File: src/rtl/switch_stage_feeder.sv
// Tile buffer feeding the transpose switch stage: loads N rows, then streams row k, column k and ctrl per beat.
// Latency: beat 0 is visible right after the last row is accepted; a stalled beat holds all outputs until out_ready.
module switch_stage_feeder #(
    parameter int WIDTH  = 8,
    parameter int N      = 4,
    parameter int STRIDE = 2
) (
    input  logic                      clk,
    input  logic                      rst,
    input  logic                      in_valid,
    output logic                      in_ready,
    input  logic [N-1:0][WIDTH-1:0]   in_row,
    output logic                      out_valid,
    input  logic                      out_ready,
    output logic [N-1:0][WIDTH-1:0]   out_down,
    output logic [N-1:0][WIDTH-1:0]   out_across,
    output logic                      ctrl,
    output logic                      out_last
);

    localparam int CW = (N > 2) ? $clog2(N) : 1;
    localparam int SW = $clog2(STRIDE);
    localparam logic [CW-1:0] CNT_LAST = CW'(N - 1);

    typedef enum logic {
        ST_LOAD   = 1'b0,
        ST_STREAM = 1'b1
    } state_t;

    state_t                         state_q, state_d;
    logic [CW-1:0]                  row_cnt_q, row_cnt_d;
    logic [CW-1:0]                  k_q, k_d;
    logic [N-1:0][N-1:0][WIDTH-1:0] tile_q;
    logic                           load_fire;
    logic [CW-1:0]                  k_phase;

    always_ff @(posedge clk or posedge rst) begin
        if (rst) begin
            state_q   <= ST_LOAD;
            row_cnt_q <= '0;
            k_q       <= '0;
        end else begin
            state_q   <= state_d;
            row_cnt_q <= row_cnt_d;
            k_q       <= k_d;
        end
    end

    // Tile storage is deliberately left out of reset; counters alone define validity.
    always_ff @(posedge clk) begin
        if (load_fire) begin
            tile_q[row_cnt_q] <= in_row;
        end
    end

    always_comb begin
        state_d   = state_q;
        row_cnt_d = row_cnt_q;
        k_d       = k_q;
        in_ready  = 1'b0;
        out_valid = 1'b0;
        load_fire = 1'b0;
        case (state_q)
            ST_LOAD: begin
                in_ready = 1'b1;
                if (in_valid) begin
                    load_fire = 1'b1;
                    if (row_cnt_q == CNT_LAST) begin
                        row_cnt_d = '0;
                        k_d       = '0;
                        state_d   = ST_STREAM;
                    end else begin
                        row_cnt_d = row_cnt_q + CW'(1);
                    end
                end
            end
            ST_STREAM: begin
                out_valid = 1'b1;
                if (out_ready) begin
                    if (k_q == CNT_LAST) begin
                        k_d     = '0;
                        state_d = ST_LOAD;
                    end else begin
                        k_d = k_q + CW'(1);
                    end
                end
            end
            default: state_d = ST_LOAD;
        endcase
    end

    // Bit SW of k selects the ctrl phase, i.e. (k / STRIDE) & 1.
    assign k_phase = k_q >> SW;

    always_comb begin
        out_down   = '0;
        out_across = '0;
        ctrl       = 1'b1;
        out_last   = 1'b0;
        if (state_q == ST_STREAM) begin
            out_down = tile_q[k_q];
            for (int j = 0; j < N; j++) begin
                out_across[j] = tile_q[j][k_q];
            end
            ctrl     = ~k_phase[0];
            out_last = (k_q == CNT_LAST);
        end
    end

endmodule

File: config.mk
export PLATFORM = sky130hd
export DESIGN_NAME = switch_stage_feeder
export DESIGN_NICKNAME = d
export VERILOG_FILES = /design/src/rtl/switch_stage_feeder.sv
export SDC_FILE = /design/constraint.sdc
export NUM_CORES = 1
export LEC_CHECK = 0
export ABC_CLOCK_PERIOD_IN_PS = 5550
export CAP_MARGIN = 10
export CORE_UTILIZATION = 30
export DETAILED_ROUTE_END_ITERATION = 16
export HOLD_SLACK_MARGIN = 0.02
export PLACE_DENSITY = 0.57
export SKIP_LAST_GASP = 1
export SYNTH_ARGS = -nofsm -noshare
export SYNTH_HDL_FRONTEND = slang
export SYNTH_SLANG_ARGS = --single-unit
export TNS_END_PERCENT = 30
File: constraint.sdc
create_clock -name clk -period 5.55 [get_ports clk]
set_input_delay 0.8325 -clock clk [delete_from_list [all_inputs] [get_ports clk]]
set_output_delay 0.8325 -clock clk [all_outputs]
set_load 0.02 [all_outputs]
==> results.ini, run 1 <==
[floorplanning]
core_um2=19800
io_pins=104
die_height_um=145
start_util=0.310
placement_rows=51
die-area_um2=21000
die_w_um=145

[routing]
wl_per_cell_um=18.4
drtPass1Iterations=4
drt.antenna.violating_nets=0
route.detailed.drc=0
via_count=3206
via_per_inst=4.62
drt-initial-drc-count=125
wirelength_um=12800

[layout]
fin_util=0.406
drive_above_1_share=0.240
fin_nets=457
fin_cells=694
antenna_cells=0
area_delta_synth_final_pct=31.0

[placement]
dp.cells=662
gp_congestion=0.758
port_buffers=103
dp_hpwl_um=8410

[grt]
overflow=0
first_global_vias=3565
grt_pass1_wl_um=20400
grt_usage=0.131
grt_max_degree=73
antenna_found_initial=0

[sta]
fin_skew_ns=0.00956
fmax_mhz=249
finalCritPeriodShare=0.724
rsz0062_at_grt=no
fin_crit_ns=4.02
tns_ns=0
final_max_slew_viol_count=0
slew_headroom=0.304
setup_viol_count_final=0
worst_slew_pin_slew_ns=1.04
finalHoldViolations=0
holdWs_ns=0.634

[clock_network]
root_buffer=clkbuf_16
ctsResizeCount=0
cts.clk_slew.worst_paths_ns=0.06
h-tree-depth=4
cts_num_sinks=133
holdBufCountCts=0
cts_tree=done
clk_latency_ns=0.41
clockBufferDepth=2
cts_buffers=17
post_cts_buffers=0

[logic_synthesis]
syn_nets=354
synthCells=313
synth_edf_count=128
synth_top_family_by_area=multiplexers
synthTopCellsByCount=edfxtp_1, and2_1, mux4_2
ys.warnings.count=0
synth-adder-area-share=0.0102
synth-seq-cells=133
synth.area.mux_share=0.237
postSynthAreaPerCell_um2=19.6
seq_area_frac_synth=0.647
synth_async_sr_flop_share=0.0376
synth-simple-area-share=0.0767
synthXorXnorAreaFrac=0
yosys.cell_types.count=18
synth_area_leaders=edfxtp_1, mux4_2, and2_1
synth_flop_cell=edfxtp_1
synth.most_common_cell=edfxtp_1
synth_top_cell_by_area=edfxtp_1
syn-cell-area_um2=6130
yosysTopAreaCellShare=0.627
synth-compound-area-share=0.00632

[power]
ir_drop_uv=230
leakagePower_nw=2.58
power.density_nw_per_um2=562

[critical_path]
path_buf_inv=2
cpMaxStageDelayCell=dfrtp_4
worstPathRequired_ns=4.72
cp_max_fo=59
endpoint_kind=output port
path_cells=buf_4 -> mux4_2 -> and2_1 -> clkdlybuf4s50_1
crit_arrival_ns=3.18
max_stage_delay_ns=1.11
crit_family=flip-flops
critical_path_class=flop to output port
crit_path_start_kind=flop

[flow_run]
drv_cap=0

[worst_hold_path]
hold_path_class=primary input to async pin

[run_status]
status=completed

-- final timing paths --
kind / slack [ns] / startpoint / end / cells past startpoint
setup / recovery: 1.53 / k_q[0]$_DFFE_PP0P_ / out_down[16] / 4
hold / removal: 0.63 / rst / k_q[0]$_DFFE_PP0P_ / 2
setup reg to reg: 3.04 / state_q$_DFF_PP0_ / tile_q[14]$_DFFE_PP_ / 2
hold reg to reg: 0.64 / row_cnt_q[1]$_DFFE_PP0P_ / row_cnt_q[1]$_DFFE_PP0P_ / 2
max in group asynchronous: 4.71 / rst / k_q[0]$_DFFE_PP0P_ / 2
min in group clk: 0.64 / row_cnt_q[1]$_DFFE_PP0P_ / row_cnt_q[1]$_DFFE_PP0P_ / 2
-- flip-flops by register name (all words and copies together) (netlist names) --
name       count
k_q            2
row_cnt_q      2
state_q        1
tile_q       128
-- worst reg2reg max path, delay by kind of cell (launching register included) --
kind             cells  cell delay, ns
flip-flops           1            0.74
AND/OR/NAND/NOR      2            1.37
-- cell type report --
class                   count  area (µm²)
clock buffers              19         433
fillers                  1823       11700
well taps                 265         332
flip-flops and latches    133        3980
repair buffers            105        1050
multi-input cells         155        2030
clock inverters            13         204
inverters                   4        15.0
-- cells in the final DEF (no fill, tap or decap) --
master             n
a21oi_1            2
dfrtp_1            2
inv_1              4
clkinv_4           3
ha_1               5
clkbuf_1           2
and2_1            65
o21ai_0            4
buf_4              2
mux2i_1            1
nor2_1             2
mux4_2            64
nand2_1            5
nor2b_1            2
edfxtp_1         128
clkinv_1           1
clkdlybuf4s50_1  103
dfrtp_2            2
clkbuf_16         17
dfrtp_4            1
clkinv_2           3
bufinv_16          5
inv_6              1
a31o_2             1
and2_2             4
-- stage by stage --
step	area [µm²]	total power [mW]	worst slack [ns]
2_1_floorplan	6130	2.63	3.19
3_3_place_gp	7400	3.36	1.89
3_5_place_dp	7400	3.38	1.89
4_1_cts	8030	4.59	1.44
5_1_grt	8030	4.74	1.27
6_report	8030	4.51	1.53
-- metal layers --
metal	GRT usage	wire [µm]	vias up
met3	0.0384	693	16
li1	-	-	1476
met5	0	0	-
met2	0.222	6500	99
met1	0.157	5390	1615
met4	0.0489	178	0
-- report_power, final --
group          internal, mW  switching, mW  leakage, nW
Combinational          1.04          0.788         1.05
Clock                 0.796          0.400        0.313
Sequential             1.24          0.244         1.22
Total                  3.08           1.43         2.58
-- logic make-up (layout without fill, tap and decap cells) --
kind of cell,Yosys count,in the layout
AO/OA/AOI/OAI,7,7
flip-flops,133,133
AND/OR/NAND/NOR,78,78
buffers and inverters,25,141
adder cells (fa/ha/maj),5,5
multiplexers,65,65
No activity file was read; power rests on OpenSTA's default activity.
==> inputs of run 2 (changes only) <==
--- a/config.mk
+++ b/config.mk
@@ -5,7 +5,7 @@
 export SDC_FILE = /design/constraint.sdc
 export NUM_CORES = 1
 export LEC_CHECK = 0
-export ABC_CLOCK_PERIOD_IN_PS = 5550
+export ABC_CLOCK_PERIOD_IN_PS = 3800
 export CAP_MARGIN = 10
 export CORE_UTILIZATION = 30
 export DETAILED_ROUTE_END_ITERATION = 16
==> constraint.sdc (replaced) <==
create_clock -name clk -period 3.8 [get_ports clk]
set_input_delay 0.57 -clock clk [delete_from_list [all_inputs] [get_ports clk]]
set_output_delay 0.57 -clock clk [all_outputs]
set_load 0.02 [all_outputs]
==> results.ini, run 2 (synthesized netlist as in run 1, its figures left out) <==
[run_status]
status=completed

[power]
combPwrFrac=0.446  ; +0.040
p_int_mw=4.35  ; +41%
swShare=0.329  ; +0.0121
power.density_nw_per_um2=802  ; +43%
p_switching_mw=2.14  ; +49%
leakagePower_nw=2.60  ; +0.73%
clockPowerShare=0.243  ; -0.022
p_seq_frac=0.311  ; -0.018
ir_drop_uv=353  ; +54%
fin_total_pwr_mw=6.49  ; +44%

[routing]
via_count=3267  ; +1.9%
drt-initial-drc-count=147  ; +18%
wirelength_um=12900  ; +1.2%
drt.antenna.violating_nets=0  ; unchanged
route.detailed.drc=0  ; unchanged
drtPass1Iterations=4  ; unchanged
via_per_inst=4.66  ; +0.89%
wl_per_cell_um=18.4  ; +0.18%

[sta]
tns_ns=0  ; unchanged
rsz0062_at_grt=no
slew_headroom=0.380  ; +0.0764
fmax_mhz=303
setup_viol_count_final=0  ; unchanged
finalCritPeriodShare=0.868
fin_skew_ns=0.00568  ; -0.00387 ns
finalHoldViolations=0  ; unchanged
fin_crit_ns=3.30
worst_slew_pin_slew_ns=0.930  ; -0.115 ns
final_max_slew_viol_count=0  ; unchanged
setup_ws_ns=0.500  ; -1.03 ns

[critical_path]
cp_max_fo=25  ; -58%
cpMaxStageDelayCell=dfrtp_4
reg2reg_to=tile_q[16]$_DFFE_PP_
r2r_slack_ns=1.42  ; -1.62 ns
crit_arrival_ns=2.73  ; -0.45 ns
path_cells=buf_4 -> mux4_2 -> and2_1 -> clkdlybuf4s50_1
crit_path_start_kind=flop
endpoint_kind=output port
worstPathRequired_ns=3.23  ; -1.49 ns
r2r.worst_path.cells=3  ; +1
max_stage_delay_ns=0.70  ; -0.41 ns
critical_path_class=flop to output port
worstReg2RegStart=state_q$_DFF_PP0_

[clock_network]
clockBufferDepth=2  ; unchanged
cts_num_sinks=133  ; unchanged
root_buffer=clkbuf_16
h-tree-depth=4  ; unchanged
post_cts_buffers=0  ; unchanged
holdBufCountCts=0  ; unchanged
cts_buffers=17  ; unchanged
ctsResizeCount=0  ; unchanged
cts_tree=done
clk_latency_ns=0.42  ; about the same
cts.clk_slew.worst_paths_ns=0.06  ; about the same

[layout]
drive_above_1_share=0.259  ; +0.0191
reg_top3=tile_q x128, k_q x2, row_cnt_q x2
final_cell_mix=edfxtp_1, clkdlybuf4s50_1, and2_1, mux4_2, clkbuf_16
final_common_cell=edfxtp_1
area_delta_synth_final_pct=31.9
regArea_um2=3980  ; unchanged
fill_cells=1788  ; -1.9%
multi_input_area_um2=2030  ; unchanged
fin_cells=701  ; +1.0%
fin_nets=464  ; +1.5%
largest_reg_flops=128  ; unchanged
antenna_cells=0  ; unchanged
top_register=tile_q

[flow_run]
drv_cap=0  ; unchanged

[placement]
dp_hpwl_um=8950  ; +6.4%
gp_congestion=0.766  ; +1.0%
port_buffers=103  ; unchanged
dp.cells=669  ; +1.1%
pre_cts_ws_ns=0.890  ; -0.996 ns

[floorplanning]
core_um2=19800  ; unchanged
die_height_um=145  ; unchanged
placement_rows=51  ; unchanged
start_util=0.310  ; unchanged
die-area_um2=21000  ; unchanged
io_pins=104  ; unchanged
die_w_um=145  ; unchanged

[grt]
grt_max_degree=73  ; unchanged
first_global_vias=3633  ; +1.9%
grt_usage=0.130  ; -0.000705
antenna_found_initial=1  ; +1
grt_pass1_wl_um=20500  ; +0.17%
overflow=0  ; unchanged

[worst_hold_path]
hold_path_class=primary input to async pin

[run 2: cell types whose count changed in the layout (fill, tap and decap cells not counted), sizes merged]
cell / previous run / this run
clkbuf: 19 / 17
inv: 5 / 6
buf: 2 / 9
clkinvlp: 0 / 3
bufinv: 5 / 2
clkinv: 7 / 8
[run 2: through the flow]
step / utilization / area (µm²) / hold slack, ns
4_1_cts: 0.409 / 8090 / 0.372
6_report: 0.409 / 8090 / 0.382
3_5_place_dp: 0.380 / 7510 / 0.638
3_3_place_gp: 0.380 / 7510 / 0.602
5_1_grt: 0.409 / 8090 / 0.398
2_1_floorplan: - / 6130 / 0.349
[run 2: cell type report]
cell class | count | area share
Sequential cell | 133 | 0.491
Multi-Input combinational cell | 155 | 0.251
Timing Repair Buffer | 112 | 0.143
Clock buffer | 17 | 0.0526
Tap cell | 265 | 0.0410
Clock inverter | 15 | 0.0192
Inverter | 4 | 0.00186
[run 2: critical path: cells and delay by family (launching register included)]
kind | cells | cell delay, ns
mux | 1 | 0.55
flops | 1 | 0.70
buf+inv | 2 | 0.88
simple gates | 1 | 0.18
[run 2: per-layer routing]
layer	vias to the layer above	routed length, µm	GRT usage
li1	1492	-	-
met1	1658	5660	0.161
met2	92	6400	0.215
met3	23	598	0.0368
met4	2	244	0.0532
met5	-	12	0
[run 2: worst max-delay path by stage]
stage	start	endpoint	slack, ns
2_1_floorplan	in_valid	tile_q[0]$_DFFE_PP_	1.71
4_1_cts	k_q[0]$_DFFE_PP0P_	out_across[30]	0.43
3_5_place_dp	k_q[0]$_DFFE_PP0P_	out_across[30]	0.89
3_3_place_gp	k_q[0]$_DFFE_PP0P_	out_across[30]	0.91
6_report	k_q[0]$_DFFE_PP0P_	out_across[30]	0.50
5_1_grt	k_q[0]$_DFFE_PP0P_	out_across[30]	0.33
[run 2: power groups by stage]
stage               Clock, mW  Combinational, mW  Sequential (mW)
global route             1.67               3.09             2.07
floorplan                   0               1.93             1.90
detailed placement          0               2.93             2.07
global placement            0               2.93             2.05
finish                   1.58               2.89             2.02
CTS                      1.61               2.94             2.04
==> inputs of run 3 (changes only) <==
--- a/config.mk
+++ b/config.mk
@@ -8,10 +8,12 @@
 export ABC_CLOCK_PERIOD_IN_PS = 3800
 export CAP_MARGIN = 10
 export CORE_UTILIZATION = 30
+export CTS_CLUSTER_SIZE = 16
 export DETAILED_ROUTE_END_ITERATION = 16
 export HOLD_SLACK_MARGIN = 0.02
 export PLACE_DENSITY = 0.57
 export SKIP_LAST_GASP = 1
+export SLEW_MARGIN = 20
 export SYNTH_ARGS = -nofsm -noshare
 export SYNTH_HDL_FRONTEND = slang
 export SYNTH_SLANG_ARGS = --single-unit
==> results of run 3 <==
Same layout as run 2: the final DEF is identical, and so are final timing and power.
